**config.mk**
```make
export PLATFORM = sky130hd
export DESIGN_NAME = muldiv_controller_flat
export DESIGN_NICKNAME = d
export VERILOG_FILES = /design/src/rtl/muldiv_controller_pkg.sv /design/src/rtl/muldiv_controller_if.sv /design/src/rtl/muldiv_controller_step.sv /design/src/rtl/muldiv_controller.sv /design/src/flat_wrapper.sv
export SDC_FILE = /design/constraint.sdc
export NUM_CORES = 1
export LEC_CHECK = 0
export ABC_CLOCK_PERIOD_IN_PS = 6700
export BUFFER_PORTS_ARGS = -buffer_cell sky130_fd_sc_hd__buf_2
export CORE_MARGIN = 2
export CORE_UTILIZATION = 60
export CTS_CLUSTER_DIAMETER = 200
export DETAILED_ROUTE_END_ITERATION = 6
export GPL_TIMING_DRIVEN = 0
export PLACE_DENSITY_LB_ADDON = 0.25
export SETUP_SLACK_MARGIN = 0.1
export SYNTH_ARGS = -nofsm -noshare
export SYNTH_HDL_FRONTEND = slang
export SYNTH_HIERARCHICAL = 1
export SYNTH_SLANG_ARGS = --single-unit
```
**constraint.sdc**
```tcl
create_clock -name clk -period 6.7 [get_ports clk]
set_input_delay 1.675 -clock clk [delete_from_list [all_inputs] [get_ports clk]]
set_output_delay 1.675 -clock clk [all_outputs]
set_load 0.01 [all_outputs]
```
**src/rtl/muldiv_controller_pkg.sv**
```systemverilog
// rtl/muldiv_controller_pkg.sv - shared widths, op and state encodings for the HI/LO multiply/divide unit
package muldiv_controller_pkg;

    localparam int MD_DATA_WIDTH = 32;

    typedef enum logic [1:0] {
        MD_MULT  = 2'b00,
        MD_MULTU = 2'b01,
        MD_DIV   = 2'b10,
        MD_DIVU  = 2'b11
    } md_op_e;

    typedef enum logic [1:0] {
        ST_IDLE = 2'b00,
        ST_CALC = 2'b01,
        ST_DONE = 2'b10
    } md_state_e;

    function automatic logic op_is_div(input logic [1:0] op);
        return op[1];
    endfunction

    function automatic logic op_is_signed(input logic [1:0] op);
        return ~op[0];
    endfunction

endpackage

```
**src/rtl/muldiv_controller_if.sv**
```systemverilog
// rtl/muldiv_controller_if.sv - pipeline-facing request, MTHI/MTLO and HI/LO result bundle
interface muldiv_controller_if
    import muldiv_controller_pkg::*;
#(
    parameter int DATA_WIDTH = MD_DATA_WIDTH
);
    logic                  start;
    logic [1:0]            op;
    logic [DATA_WIDTH-1:0] rs;
    logic [DATA_WIDTH-1:0] rt;
    logic                  flush;
    logic                  hi_we;
    logic                  lo_we;
    logic [DATA_WIDTH-1:0] wdata;
    logic                  hilo_rd;
    logic                  busy;
    logic                  done;
    logic                  stall;
    logic [DATA_WIDTH-1:0] hi;
    logic [DATA_WIDTH-1:0] lo;

    modport master (
        output start, op, rs, rt, flush, hi_we, lo_we, wdata, hilo_rd,
        input  busy, done, stall, hi, lo
    );

    modport slave (
        input  start, op, rs, rt, flush, hi_we, lo_we, wdata, hilo_rd,
        output busy, done, stall, hi, lo
    );
endinterface

```
**src/rtl/muldiv_controller_step.sv**
```systemverilog
// rtl/muldiv_controller_step.sv - one radix-2 shift-add or restoring subtract-shift step
module muldiv_controller_step
    import muldiv_controller_pkg::*;
#(
    parameter int DATA_WIDTH = MD_DATA_WIDTH
) (
    input  logic                  is_div,
    input  logic [DATA_WIDTH-1:0] upper,
    input  logic [DATA_WIDTH-1:0] lower,
    input  logic [DATA_WIDTH-1:0] operand,
    output logic [DATA_WIDTH-1:0] upper_next,
    output logic [DATA_WIDTH-1:0] lower_next
);
    localparam int W = DATA_WIDTH;

    logic [W:0]   sum;
    logic [W:0]   shifted;
    logic [W-1:0] diff;
    logic         ge;

    always_comb begin
        sum     = {1'b0, upper} + (lower[0] ? {1'b0, operand} : '0);
        shifted = {upper, lower[W-1]};
        ge      = shifted >= {1'b0, operand};
        // shifted < 2*operand whenever ge holds, so the low W bits carry the full difference
        diff    = shifted[W-1:0] - operand;
        if (is_div) begin
            upper_next = ge ? diff : shifted[W-1:0];
            lower_next = {lower[W-2:0], ge};
        end else begin
            upper_next = sum[W:1];
            lower_next = {sum[0], lower[W-1:1]};
        end
    end
endmodule

```
**src/rtl/muldiv_controller.sv**
```systemverilog
// rtl/muldiv_controller.sv - iterative MULT/MULTU/DIV/DIVU unit owning the HI/LO registers
module muldiv_controller
    import muldiv_controller_pkg::*;
#(
    parameter int DATA_WIDTH = MD_DATA_WIDTH
) (
    input  logic               clk,
    input  logic               rst_n,
    muldiv_controller_if.slave bus
);
    localparam int W  = DATA_WIDTH;
    localparam int CW = $clog2(DATA_WIDTH);

    md_state_e     state, state_next;
    logic [CW-1:0] count;
    logic [W-1:0]  upper, lower, divisor, rs_keep, hi_q, lo_q;
    logic [W-1:0]  upper_step, lower_step, rs_abs, rt_abs;
    logic          div_q, neg_res, neg_rem, div_zero;
    logic          rs_neg, rt_neg, busy;

    always_comb begin
        rs_neg = op_is_signed(bus.op) & bus.rs[W-1];
        rt_neg = op_is_signed(bus.op) & bus.rt[W-1];
        rs_abs = rs_neg ? -bus.rs : bus.rs;
        rt_abs = rt_neg ? -bus.rt : bus.rt;
    end

    muldiv_controller_step #(.DATA_WIDTH(W)) u_step (
        .is_div     (div_q),
        .upper      (upper),
        .lower      (lower),
        .operand    (divisor),
        .upper_next (upper_step),
        .lower_next (lower_step)
    );

    always_ff @(posedge clk or negedge rst_n) begin
        if (!rst_n) state <= ST_IDLE;
        else        state <= state_next;
    end

    always_comb begin
        state_next = state;
        case (state)
            ST_IDLE: if (bus.start) state_next = ST_CALC;
            ST_CALC: if (count == '0) state_next = ST_DONE;
            default: state_next = ST_IDLE;
        endcase
        if (bus.flush) state_next = ST_IDLE;
    end

    always_ff @(posedge clk or negedge rst_n) begin
        if (!rst_n) begin
            count    <= '0;
            upper    <= '0;
            lower    <= '0;
            divisor  <= '0;
            rs_keep  <= '0;
            div_q    <= 1'b0;
            neg_res  <= 1'b0;
            neg_rem  <= 1'b0;
            div_zero <= 1'b0;
            hi_q     <= '0;
            lo_q     <= '0;
        end else begin
            if (state == ST_IDLE && bus.start && !bus.flush) begin
                upper    <= '0;
                lower    <= rs_abs;
                divisor  <= rt_abs;
                rs_keep  <= bus.rs;
                div_q    <= op_is_div(bus.op);
                neg_res  <= rs_neg ^ rt_neg;
                neg_rem  <= rs_neg;
                div_zero <= (bus.rt == '0);
                count    <= CW'(W - 1);
            end
            if (state == ST_CALC) begin
                upper <= upper_step;
                lower <= lower_step;
                if (count != '0) count <= count - 1'b1;
                // Commit on the edge entering DONE, using this cycle's final step
                if (count == '0 && !bus.flush) begin
                    if (!div_q) begin
                        {hi_q, lo_q} <= neg_res ? -{upper_step, lower_step} : {upper_step, lower_step};
                    end else if (div_zero) begin
                        lo_q <= '1;
                        hi_q <= rs_keep;
                    end else begin
                        lo_q <= neg_res ? -lower_step : lower_step;
                        hi_q <= neg_rem ? -upper_step : upper_step;
                    end
                end
            end else begin
                if (bus.hi_we) hi_q <= bus.wdata;
                if (bus.lo_we) lo_q <= bus.wdata;
            end
        end
    end

    assign busy      = (state == ST_CALC);
    assign bus.busy  = busy;
    assign bus.done  = (state == ST_DONE);
    assign bus.stall = busy & (bus.start | bus.hilo_rd | bus.hi_we | bus.lo_we);
    assign bus.hi    = hi_q;
    assign bus.lo    = lo_q;
endmodule

```
**src/flat_wrapper.sv**
```systemverilog
// flat-port wrapper written by rule: the top's interface ports become plain ports
module muldiv_controller_flat import muldiv_controller_pkg::*;
#(
    parameter int DATA_WIDTH = MD_DATA_WIDTH
)
  (clk, rst_n, bus_start, bus_op, bus_rs, bus_rt, bus_flush, bus_hi_we, bus_lo_we, bus_wdata, bus_hilo_rd, bus_busy, bus_done, bus_stall, bus_hi, bus_lo);
  muldiv_controller_if #(.DATA_WIDTH(DATA_WIDTH)) bus_i ();
  input  logic clk;
  input  logic rst_n;
  input wire logic [$bits(bus_i.start)-1:0] bus_start;
  input wire logic [$bits(bus_i.op)-1:0] bus_op;
  input wire logic [$bits(bus_i.rs)-1:0] bus_rs;
  input wire logic [$bits(bus_i.rt)-1:0] bus_rt;
  input wire logic [$bits(bus_i.flush)-1:0] bus_flush;
  input wire logic [$bits(bus_i.hi_we)-1:0] bus_hi_we;
  input wire logic [$bits(bus_i.lo_we)-1:0] bus_lo_we;
  input wire logic [$bits(bus_i.wdata)-1:0] bus_wdata;
  input wire logic [$bits(bus_i.hilo_rd)-1:0] bus_hilo_rd;
  output wire logic [$bits(bus_i.busy)-1:0] bus_busy;
  output wire logic [$bits(bus_i.done)-1:0] bus_done;
  output wire logic [$bits(bus_i.stall)-1:0] bus_stall;
  output wire logic [$bits(bus_i.hi)-1:0] bus_hi;
  output wire logic [$bits(bus_i.lo)-1:0] bus_lo;
  assign bus_i.start = bus_start;
  assign bus_i.op = bus_op;
  assign bus_i.rs = bus_rs;
  assign bus_i.rt = bus_rt;
  assign bus_i.flush = bus_flush;
  assign bus_i.hi_we = bus_hi_we;
  assign bus_i.lo_we = bus_lo_we;
  assign bus_i.wdata = bus_wdata;
  assign bus_i.hilo_rd = bus_hilo_rd;
  assign bus_busy = bus_i.busy;
  assign bus_done = bus_i.done;
  assign bus_stall = bus_i.stall;
  assign bus_hi = bus_i.hi;
  assign bus_lo = bus_i.lo;
  muldiv_controller #(.DATA_WIDTH(DATA_WIDTH)) u_core (.clk(clk), .rst_n(rst_n), .bus(bus_i));
endmodule
```
==> reports/qor.log <==
qor: synthesis.synth_enable_flop_cells 0
qor: die.floorplan.die_area 30300 um2
qor: global_routing.grt_start_max_net_pins 124
qor: cells_and_area.flow.area_growth_from_synthesis 12.9%
qor: power.power 0.00933 W
qor: power.cellLeakagePower 8.39 nW
qor: clock_network.hold_buffers 0
qor: sta.finalWorstSetupSlack 241 ps
qor: sta.max_slew_margin 0.0946
qor: critical_path.r2r_end u_core/bus.hi[26]
qor: sta.timing_max_transition_violations_final 0
qor: clock_network.ctsRootBufferMaster sky130_fd_sc_hd__clkbuf_16
qor: synthesis.synth_seq_area_share 0.293
qor: sta.timing.clock.skew 10.1 ps
qor: clock_network.clk_path_buf_depth 3
qor: sta.setup_viol 0
qor: synthesis.syn_avg_cell_area 7.76 um2
qor: clock_network.tritoncts.num_buffers 23
qor: drt.post-route-drc-count 49
qor: critical_path.timing.critical_path.required 7110 ps
qor: place.dp_hpwl 56.9 mm
qor: cells_and_area.post_route_cells_drive_above_1_share 0.115
qor: global_routing.first_global_vias 18.9k
qor: die.design.core.area 28600 um2
qor: critical_path.worstSetupPathType flip-flop to flip-flop
qor: die.die_boundary_width 174 um
qor: clock_network.cts-htree-levels 1
qor: global_routing.grt.total_usage 0.480
qor: die.chipHeight 174 um
qor: critical_path.critPathLaunchType flip-flop
qor: hold_path.hold_path_depth 2
qor: sta.fin_worst_hold_slack 489 ps
qor: cells_and_area.layout.nets 2611
qor: clock_network.clk_latency 540 ps
qor: sta.period_share 0.964
qor: synthesis.synthCells 2239
qor: sta.unrepaired_setup_endpoints_after_global_routing yes
qor: synthesis.synthesis.nets 2415
qor: drt.detail_route_antenna_nets 0
qor: run_status.violated_checks DRC
qor: place.post-place-cells 2793
qor: critical_path.r2r_start u_core/upper[0]
qor: job.max-cap-violations 0
qor: drt.drt_pass1_iterations 7
qor: synthesis.synth_top_flop_cell sky130_fd_sc_hd__dfrtp_1
qor: place.dpl_worst_slack 274 ps
qor: drt.drtIter0Drc 3246
qor: drt.routed_wirelength 74.3 mm
qor: critical_path.worst-path-max-fanout 10
qor: global_routing.initial_antenna_violation_count 4
qor: power.power-per-cell-area 476 nW/um2
qor: drt.average_wire_per_cell_in_the_routed_design 26.1 um
qor: sta.timing.fmax 0.155 GHz
qor: synthesis.post_synth_instance_area 17400 um2
qor: critical_path.worst_setup_path_end_kind flip-flop
qor: run_status.status finished with violations
qor: global_routing.gr-total-overflow 0
qor: drt.drt-vias-per-instance 7.05
qor: hold_path.hold_start u_core/bus.lo[14]
qor: die.start_util 0.607
qor: hold_path.hold_wc_path_type flip-flop to flip-flop
qor: global_routing.grt_pass1_wl 112 mm
qor: clock_network.cts.reportedPaths.clkPinSlew 70 ps
qor: clock_network.tritoncts done
qor: synthesis.ys_types 89
qor: cells_and_area.number_of_inserted_filler_cells_in_the_final_layout 2424
qor: sta.finalHoldViolations 0
qor: drt.dr_total_vias 20.0k
qor: clock_network.cts.sinks 203
qor: place.place.gp.congestion 1.07
qor: synthesis.async_flop_share 1.00
qor: synthesis.ys_seq_elements 203
qor: die.floorplan.rows 62
qor: critical_path.worstRegToRegCells 19
qor: synthesis.synth_warnings 6
qor: critical_path.timing.reg2reg.setup_slack 240 ps
qor: die.top_level_ports 172
qor: sta.timing.final.crit_period 6460 ps
qor: critical_path.cp.arrival 6870 ps
qor: cells_and_area.final_cells 2840
qor: place.port_buffers 169
qor: hold_path.hold-path-endpoint u_core/bus.lo[14]
qor: power.worst_ir_drop_vdd 0.273 mV
qor: sta.tightest_slew 1360 ps
==> power by group <==
part | switching [W] | internal (W)
Clock | 0.000567 | 0.000819
Sequential | 0.000443 | 0.00157
Combinational | 0.00387 | 0.00205
Total | 0.00488 | 0.00444
==> registers in the layout, summed over array words and instances, names as in the netlist <==
name	cells
u_core/bus.hi	32
u_core/bus.lo	32
u_core/divisor	32
u_core/lower	32
u_core/rs_keep	32
u_core/upper	32
u_core/count	5
u_core/state	2
u_core/div_q	1
u_core/div_zero	1
u_core/neg_rem	1
u_core/neg_res	1
==> layer usage <==
metal | global-route usage | vias up | part of all wire
li1 | - | 8573 | -
met1 | 0.645 | 9425 | 0.38
met2 | 0.693 | 1678 | 0.41
met3 | 0.175 | 330 | 0.16
met4 | 0.215 | 2 | 0.056
met5 | 0 | - | 0.00018
==> cells in the mapped netlist, drive strengths merged, types with 14 or more instances <==
| master | n | share of area |
|---|---|---|
| o31ai | 22 | 0.0095 |
| nand3 | 61 | 0.018 |
| mux2i | 32 | 0.018 |
| o41ai | 19 | 0.012 |
| o211ai | 25 | 0.011 |
| and2 | 43 | 0.015 |
| nand2b | 15 | 0.0054 |
| buf | 20 | 0.0062 |
| mux2 | 31 | 0.020 |
| o21a | 14 | 0.0061 |
| o22ai | 32 | 0.012 |
| xnor2 | 102 | 0.051 |
| nor2b | 14 | 0.0050 |
| a31oi | 35 | 0.013 |
| or4 | 20 | 0.0093 |
| a211oi | 32 | 0.014 |
| nor4 | 28 | 0.010 |
| nand4 | 26 | 0.0094 |
| nor2 | 136 | 0.029 |
| a22o | 17 | 0.0086 |
| inv | 83 | 0.018 |
| xor2 | 52 | 0.026 |
| and3 | 21 | 0.0076 |
| o21ai | 226 | 0.066 |
| a21o | 32 | 0.014 |
| dfrtp | 203 | 0.29 |
| ha | 69 | 0.050 |
| a22oi | 21 | 0.0091 |
| or3 | 25 | 0.0090 |
| nand2 | 306 | 0.066 |
| nor3 | 62 | 0.018 |
| clkbuf | 129 | 0.028 |
| a21oi | 156 | 0.045 |
==> cell families (layout without fill, tap and decap cells) <==
kind of cell | count (synthesis) | after routing | share of synthesized area
other | 0 | 4 | 0
flip-flops | 203 | 203 | 0.293
XOR/XNOR | 154 | 154 | 0.0777
buffers and inverters | 233 | 446 | 0.0523
AO/OA/AOI/OAI | 717 | 717 | 0.264
multiplexers | 63 | 63 | 0.0386
adder cells (fa/ha/maj) | 71 | 71 | 0.0520
AND/OR/NAND/NOR | 798 | 798 | 0.223
==> worst max-delay path by stage <==
stage	endpoint	cells past startpoint	slack [ps]	startpoint
floorplan	u_core/bus.hi[28]	19	1750	u_core/lower[0]
global placement	u_core/bus.hi[30]	18	310	u_core/upper[0]
detailed placement	u_core/bus.hi[30]	18	270	u_core/upper[0]
CTS	u_core/bus.hi[30]	18	200	u_core/upper[0]
global route	u_core/bus.hi[26]	20	-6	u_core/divisor[23]
finish	u_core/bus.hi[26]	19	240	u_core/upper[0]
==> cell usage in the layout (no fill, tap or decap), types with 8 or more instances in the layout <==
cell type / n
sky130_fd_sc_hd__o211ai_1: 25
sky130_fd_sc_hd__nand3_1: 61
sky130_fd_sc_hd__mux2i_1: 32
sky130_fd_sc_hd__ha_1: 69
sky130_fd_sc_hd__buf_2: 173
sky130_fd_sc_hd__xnor2_1: 102
sky130_fd_sc_hd__dfrtp_1: 203
sky130_fd_sc_hd__a211o_1: 9
sky130_fd_sc_hd__nor2_1: 136
sky130_fd_sc_hd__clkbuf_1: 130
sky130_fd_sc_hd__a21oi_1: 156
sky130_fd_sc_hd__xor2_1: 52
sky130_fd_sc_hd__nand2b_1: 15
sky130_fd_sc_hd__or4_1: 17
sky130_fd_sc_hd__o31ai_1: 22
sky130_fd_sc_hd__nor2b_1: 14
sky130_fd_sc_hd__o221ai_1: 9
sky130_fd_sc_hd__clkbuf_16: 23
sky130_fd_sc_hd__nand2_1: 306
sky130_fd_sc_hd__inv_1: 82
sky130_fd_sc_hd__o21ai_0: 210
sky130_fd_sc_hd__a31oi_1: 35
sky130_fd_sc_hd__nor3_1: 59
sky130_fd_sc_hd__nor4_1: 28
sky130_fd_sc_hd__a221oi_1: 8
sky130_fd_sc_hd__and3_1: 21
sky130_fd_sc_hd__a22o_1: 17
sky130_fd_sc_hd__o22ai_1: 32
sky130_fd_sc_hd__or3_1: 25
sky130_fd_sc_hd__a22oi_1: 21
sky130_fd_sc_hd__a211oi_1: 32
sky130_fd_sc_hd__mux2_2: 31
sky130_fd_sc_hd__and2_1: 42
sky130_fd_sc_hd__nand4_1: 26
sky130_fd_sc_hd__o21a_1: 14
sky130_fd_sc_hd__a21o_1: 32
sky130_fd_sc_hd__o21ai_1: 14
sky130_fd_sc_hd__o41ai_1: 16
sky130_fd_sc_hd__buf_1: 11
==> stage by stage <==
stage                     instance area [um2]  setup TNS [ps]   util
final                                   19600               0  0.685
after global routing                    19600           -6.33  0.684
after CTS                               19600               0  0.683
after detailed placement                18700               0  0.654
after global placement                  18700               0  0.653
after floorplan                         17400               0      -
==> layout make-up <==
cell class | instances | area (um2) | share of cell area
flip-flops and latches | 203 | 5080 | 0.259
multi-input cells | 1803 | 11400 | 0.581
repair buffers | 171 | 903 | 0.0461
well taps | 384 | 480 | 0.0245
plain buffers | 149 | 593 | 0.0303
clock inverters | 11 | 156 | 0.00798
clock buffers | 31 | 666 | 0.0340
inverters | 84 | 315 | 0.0161
diodes | 4 | 10.0 | 0.000511
==> what timing repair did <==
action | 4_1_cts | 5_1_grt
gates resized for setup | 0 | 2
setup buffers | 0 | 1
endpoints found under the setup margin | 0 | 10
hold endpoints to repair | 0 | 0
==> critical path, stage by stage (launching register included) <==
cell,delay [ps]
sky130_fd_sc_hd__dfrtp_1,460
sky130_fd_sc_hd__ha_1,340
sky130_fd_sc_hd__nor2b_1,150
sky130_fd_sc_hd__o21ai_0,440
sky130_fd_sc_hd__nand4_1,330
sky130_fd_sc_hd__a2111oi_4,570
sky130_fd_sc_hd__o21a_1,300
sky130_fd_sc_hd__o21ai_4,140
sky130_fd_sc_hd__buf_4,230
sky130_fd_sc_hd__o21ai_0,180
sky130_fd_sc_hd__a21oi_1,240
sky130_fd_sc_hd__inv_1,250
sky130_fd_sc_hd__ha_1,250
sky130_fd_sc_hd__nor3b_2,480
sky130_fd_sc_hd__nand3_1,440
sky130_fd_sc_hd__clkbuf_1,400
sky130_fd_sc_hd__o41ai_1,480
sky130_fd_sc_hd__xnor2_1,160
sky130_fd_sc_hd__a221oi_1,370
sky130_fd_sc_hd__o2bb2ai_1,120
(Power assumes the default switching activity.)
